--- config.mk ---
export PLATFORM = sky130hd
export DESIGN_NAME = fifo_rd
export DESIGN_NICKNAME = d
export VERILOG_FILES = /design/src/rtl/fifo_rd.sv
export SDC_FILE = /design/constraint.sdc
export NUM_CORES = 1
export LEC_CHECK = 0
export ABC_CLOCK_PERIOD_IN_PS = 5000
export CAP_MARGIN = 10
export CORE_UTILIZATION = 30
export CTS_CLUSTER_DIAMETER = 40
export DETAILED_ROUTE_END_ITERATION = 12
export HOLD_SLACK_MARGIN = 0.05
export PLACE_DENSITY_LB_ADDON = 0.2
export SLEW_MARGIN = 20
export SYNTH_ARGS = -nofsm -noshare
export SYNTH_HDL_FRONTEND = slang
export SYNTH_SLANG_ARGS = --single-unit
--- constraint.sdc ---
create_clock -name R_CLK -period 5 [get_ports R_CLK]
set_input_delay 1 -clock R_CLK [delete_from_list [all_inputs] [get_ports R_CLK]]
set_output_delay 1 -clock R_CLK [all_outputs]
set_load 0.005 [all_outputs]
--- src/rtl/fifo_rd.sv ---
// Read-side controller of the asynchronous FIFO (R_CLK domain): request edge detect,
// binary/Gray read pointers, empty/level flags and registered read data capture.
module fifo_rd #(
  parameter int unsigned ADD_WIDTH  = 4,
  parameter int unsigned DATA_WIDTH = 8,
  parameter int unsigned AE_THRESH  = 1
) (
  input  logic                  R_CLK,
  input  logic                  R_RST,
  input  logic                  rinc,
  input  logic [ADD_WIDTH-1:0]  rq2_wptr,
  input  logic [DATA_WIDTH-1:0] mem_rdata,
  output logic                  rempty,
  output logic [ADD_WIDTH-2:0]  raddr,
  output logic [ADD_WIDTH-1:0]  rptr,
  output logic [DATA_WIDTH-1:0] rdata,
  output logic                  rvalid,
  output logic [ADD_WIDTH-1:0]  rlevel,
  output logic                  ralmost_empty,
  output logic                  runderflow
);

  localparam logic [ADD_WIDTH-1:0] AeThresh = ADD_WIDTH'(AE_THRESH);
  localparam logic [ADD_WIDTH-1:0] PtrOne   = ADD_WIDTH'(1);

  logic                  rinc_q;
  logic [ADD_WIDTH-1:0]  rbin_q, rbin_d;
  logic [ADD_WIDTH-2:0]  raddr_q, raddr_d;
  logic [ADD_WIDTH-1:0]  rptr_q, rptr_d;
  logic [DATA_WIDTH-1:0] rdata_q, rdata_d;
  logic                  rvalid_q, rvalid_d;
  logic                  runderflow_q, runderflow_d;

  logic                  rinc_pulse;
  logic                  accept;
  logic [ADD_WIDTH-1:0]  rbin_inc;
  logic [ADD_WIDTH-1:0]  wbin;

  assign rinc_pulse = rinc & ~rinc_q;
  assign rempty     = (rptr_q == rq2_wptr);
  assign accept     = rinc_pulse & ~rempty;
  assign rbin_inc   = rbin_q + PtrOne;

  // Gray-to-binary: each binary bit is the XOR of all Gray bits at or above it.
  always_comb begin
    wbin = '0;
    for (int k = 0; k < int'(ADD_WIDTH); k++) begin
      wbin[k] = ^(rq2_wptr >> k);
    end
  end

  always_comb begin
    rbin_d       = rbin_q;
    raddr_d      = raddr_q;
    rptr_d       = rptr_q;
    rdata_d      = rdata_q;
    rvalid_d     = 1'b0;
    runderflow_d = runderflow_q;
    if (accept) begin
      rbin_d   = rbin_inc;
      raddr_d  = rbin_inc[ADD_WIDTH-2:0];
      rptr_d   = rbin_inc ^ (rbin_inc >> 1);
      rdata_d  = mem_rdata;
      rvalid_d = 1'b1;
    end
    if (rinc_pulse && rempty) begin
      runderflow_d = 1'b1;
    end
  end

  // rptr crosses to the write domain, so it must come straight from a flop.
  always_ff @(posedge R_CLK or posedge R_RST) begin
    if (R_RST) begin
      rinc_q       <= 1'b0;
      rbin_q       <= '0;
      raddr_q      <= '0;
      rptr_q       <= '0;
      rdata_q      <= '0;
      rvalid_q     <= 1'b0;
      runderflow_q <= 1'b0;
    end else begin
      rinc_q       <= rinc;
      rbin_q       <= rbin_d;
      raddr_q      <= raddr_d;
      rptr_q       <= rptr_d;
      rdata_q      <= rdata_d;
      rvalid_q     <= rvalid_d;
      runderflow_q <= runderflow_d;
    end
  end

  // Modulo subtraction also yields the full count when only the wrap bits differ.
  assign rlevel        = wbin - rbin_q;
  assign ralmost_empty = (rlevel <= AeThresh);

  assign raddr      = raddr_q;
  assign rptr       = rptr_q;
  assign rdata      = rdata_q;
  assign rvalid     = rvalid_q;
  assign runderflow = runderflow_q;

endmodule
After elaboration in Yosys (flattened, before gate mapping). Index checks and enable logic that the tools add are counted.

Flip-flop bits (word level): 22. Input bits: 15. Output and inout bits: 23. Word-level logic and storage cells: 22.

Add/sub/neg operators: 2. Muxes and demuxes: 1. Eq/ne operators: 1. Bitwise operators: 5. Order comparisons: 1. Reductions and logical operators: 5.

Operators with widths (count): $reduce_xor 4->1 (4); $add 4x1->4 const B (1); $eq 4x4->1 (1); $le 4x1->1 const B (1); $sub 4x4->4 (1); $xor 4x3->4 (1); $and 1x1->1 (2); $not 1->1 (2); $logic_and 1x1->1 (1); $mux 1 (1).

Depth between registers and ports, before layout.
Depth in word-level cells: 4. Mapped depth: 8. Mapped depth without buffers: 8.

Least setup slack after synthesis. No wires, ideal clock.

Path type: input port to output port. From: input port rq2_wptr[2]. To: output port ralmost_empty. Buffers on the path: 0. Path slack: 1339 ps. Stages on the path: 8. Required time: 4000 ps. Data arrival time: 2661 ps. Cell sequence: xor2_1 xor2_1 xnor2_1 ha_1 inv_1 fa_1 xor2_1 a211oi_1.

Longest elaborated chain between the ends: 3. Elaborated cells between the ends (all ways): 5.

RTL lines: from (decl) (line 11) `input logic [ADD_WIDTH-1:0] rq2_wptr,`; $reduce_xor 4->1 (line 48) `wbin[k] = ^(rq2_wptr >> k);`; $sub 4x4->4 (*) (line 93) `assign rlevel = wbin - rbin_q;`; via rlevel[2] (line 18) `output logic [ADD_WIDTH-1:0] rlevel,`; $le 4x1->1 (*) (line 94) `assign ralmost_empty = (rlevel <= AeThresh);`; to (decl) (line 19) `output logic ralmost_empty,`.

Mark *: on every way through the listed nets, which the timed path passes. The rest lies on a longest branch.

Worst setup path after layout.
From: input port rq2_wptr[3]. To: output port ralmost_empty.

Longest elaborated chain between the ends: 3. Elaborated cells between the ends (all ways): 6.

RTL lines (line): $reduce_xor 4->1 (48); $sub 4x4->4 (*) (93); $le 4x1->1 (*) (94).

Every way passes the cells marked *; elsewhere a longest branch is shown, timed or not.

==> impl_results.md <==
* Die Y at 58.3 um
* Area grow syn2layout at 46.1%
* Vias/cell at 4.38
* Post-Syn Area at 950 um2
* N_diodes at 0
* Crit path DAT at 3660 ps
* Vias at 692
* WHS at 471 ps
* Final #Nets at 135
* Critical path class: in -> out
* Yosys warnings at 0
* Max-Slew Margin vs Limit at 43.5%
* Fin Setup TNS at 0 ps
* Placer Congestion at 0.781
* Pre-CTS WS at 330 ps
* DR top layer: met4
* Power per Cell Area at 565 mW/mm2
* CTS hold repair buffers at 0
* Clk root buf: clkbuf_4
* Die ar. at 0.00339 mm2
* Clock-pin slew on the worst setup and hold paths at 100 ps
* Share of cells above drive strength 1 at 14.9%
* Initial core utilization at 31.4%
* Clock share of power at 11.3%
* Pins Over Slew Limit at 0
* DRT met1 WL at 746 um
* Gr usage total at 11.8%
* Ports at 38
* Max cap viols at 0
* Worst hold path depth at 1
* Switch Pwr at 256 uW
* Input/output buffers at 37
* Required @ worst endpoint at 4000 ps
* Pint at 528 uW
* Hold violation total from the final report at 0
* Core box area at 0.00303 mm2
* Routed len/inst at 11.5 um
* Crit Path Max Fanout at 2
* Reg2Reg Depth at 3
* Initial antenna violation count at 0
* RR Startpoint: rbin_q[3]
* VDD IR-drop max at 0.000196 V
* Final Cycle Share at 93.1%
* Met3 routed WL at 92 um
* Final WL at 1810 um
* Clk buf depth at 2
* Reg-to-Reg End: rdata[6]
* Area leader, netlist: dfrtp_1
* Synth Instances at 74
* Top cells by area, synth: dfrtp_1, mux2_2, xor2_1
* Flop pwr share at 32.5%
* RSZ-0062 raised after global routing: false
* Setup Fix Bufs, Post-CTS at 0
* Status: finished, final reports clean
* TritonCTS buffer count at 3
* Num Clock Sinks at 18
* Critical path endpoint: ralmost_empty
* Final Critical Period at 4660 ps
* Die Width at 58.3 um
* Worst min-delay path category: reg -> reg
* Worst-Margin Slew at 847 ps
* Avg Cell Area, Syn at 12.8 um2
* Worst setup path start: rq2_wptr[3]
* Core Rows at 20
* First-pass GRT wire length at 2990 um
* Total gr overflow at 0
* Pin count of the biggest net entering global routing at 19
* Crit path capture type: output port
* Flop2flop setup slack at 2910 ps
* Drt initial violations at 19
* Fmax achieved at 215 MHz
* CP startpoint kind: primary input
* Synth Net Count at 94
* Detailed-route DRC error count at 0
* CTS-repair resized insts at 0
* Leak pwr at 0.000589 uW
* Detailed placement HPWL at 1340 um
* Initial DRT Pass Iterations at 3
* ANT nets after route at 0
* Sequential element share of the synthesized area at 47.4%
* CTS HTree Levels at 1
* Distinct cells, synth at 21
* Setup ws final at 345 ps
* Sw frac at 32.7%
* Final Setup Violations at 0
* Max Clock Skew at 8.04 ps
* Metal2 WL at 953 um
* Combinational group share of total power at 56.1%
* Vias in the first global route at 698
* Register bit total from synthesis at 18
* Yosys top cell area share at 47.4%
* TritonCTS clock tree: yes
* Worst-Skew Late Latency at 290 ps
## layout by cell type, fill, tap and decap left out
cell and n:
a211oi_1 1, a21o_1 1, a21o_2 1, and2_1 1, buf_4 1, clkbuf_4 3, clkbuf_8 1, clkdlybuf4s50_1 37
dfrtp_1 18, fa_1 1, ha_1 4, inv_1 6, mux2_2 7, mux2_4 4, nand2_1 4, nand3_1 1
nand4_1 1, nor2b_1 2, nor4_1 1, o21ai_0 2, o41a_1 1, xnor2_1 7, xor2_1 9
## metrics by stage
stage	util, %	power [uW]	area, um2	cells
after floorplan	-	477	950	74
after global placement	44.6	694	1350	154
after detailed placement	44.6	704	1350	154
after CTS	45.8	798	1390	158
after global routing	45.8	850	1390	158
final	45.8	784	1390	158
## worst min path at each step
stage / startpoint / end / slack, ps
after floorplan: runderflow / runderflow / 450
after global placement: runderflow / runderflow / 440
after detailed placement: runderflow / runderflow / 450
after CTS: runderflow / runderflow / 480
after global routing: runderflow / runderflow / 500
final: runderflow / runderflow / 470
## cells in the mapped netlist
library cell and number:
a211oi_1 1, a21o_1 1, a21o_2 1, and2_1 1
buf_12 1, buf_6 1, dfrtp_1 18, fa_1 1
ha_1 4, inv_1 6, mux2_2 7, mux2_4 4
nand2_1 4, nand3_1 1, nand4_1 1, nor2b_1 2
nor4_1 1, o21ai_0 2, o41a_1 1, xnor2_1 7
xor2_1 9
## worst max-delay path, stage by stage
cell and delay, ps:
clkdlybuf4s50_1 510, xor2_1 220, xor2_1 240, xnor2_1 150, ha_1 190, inv_1 60, fa_1 370, xor2_1 170
a211oi_1 210, clkdlybuf4s50_1 540
## power by group through the flow
stage / Clock, uW / Sequential [uW] / Combinational (uW)
2_1_floorplan: 0 / 252 / 226
3_3_place_gp: 0 / 259 / 435
3_5_place_dp: 0 / 258 / 446
4_1_cts: 92.2 / 257 / 449
5_1_grt: 100 / 264 / 485
6_report: 88.8 / 255 / 440
## layout make-up
type,instances,area (um2)
multi-input cells,48,445
clock buffers,4,36.3
fillers,292,1640
inverters,6,22.5
well taps,44,55.1
flip-flops and latches,18,450
repair buffers,38,378
## state kept, by name, summed over array words and instances (netlist names)
name / cells
rdata: 8
rbin_q: 4
rptr: 3
rinc_q: 1
runderflow: 1
rvalid: 1
## metal layers
| metal | vias up | track usage (%) |
|---|---|---|
| met5 | - | 0 |
| met4 | 0 | 7.14 |
| met3 | 2 | 2.46 |
| met2 | 21 | 20.4 |
| met1 | 341 | 13.3 |
| li1 | 328 | - |
## kinds of logic after synthesis
group,after synthesis,share of synthesized area [%]
adders and majority gates,5,7.38
buffers and inverters,8,5.67
and+or+nand+nor,10,5.40
muxes,11,14.6
xor gates and xnor gates,16,14.8
AOI/OAI and AO/OA,6,4.74
DFF,18,47.4
Note: power is estimated with default switching activity, not from simulation.
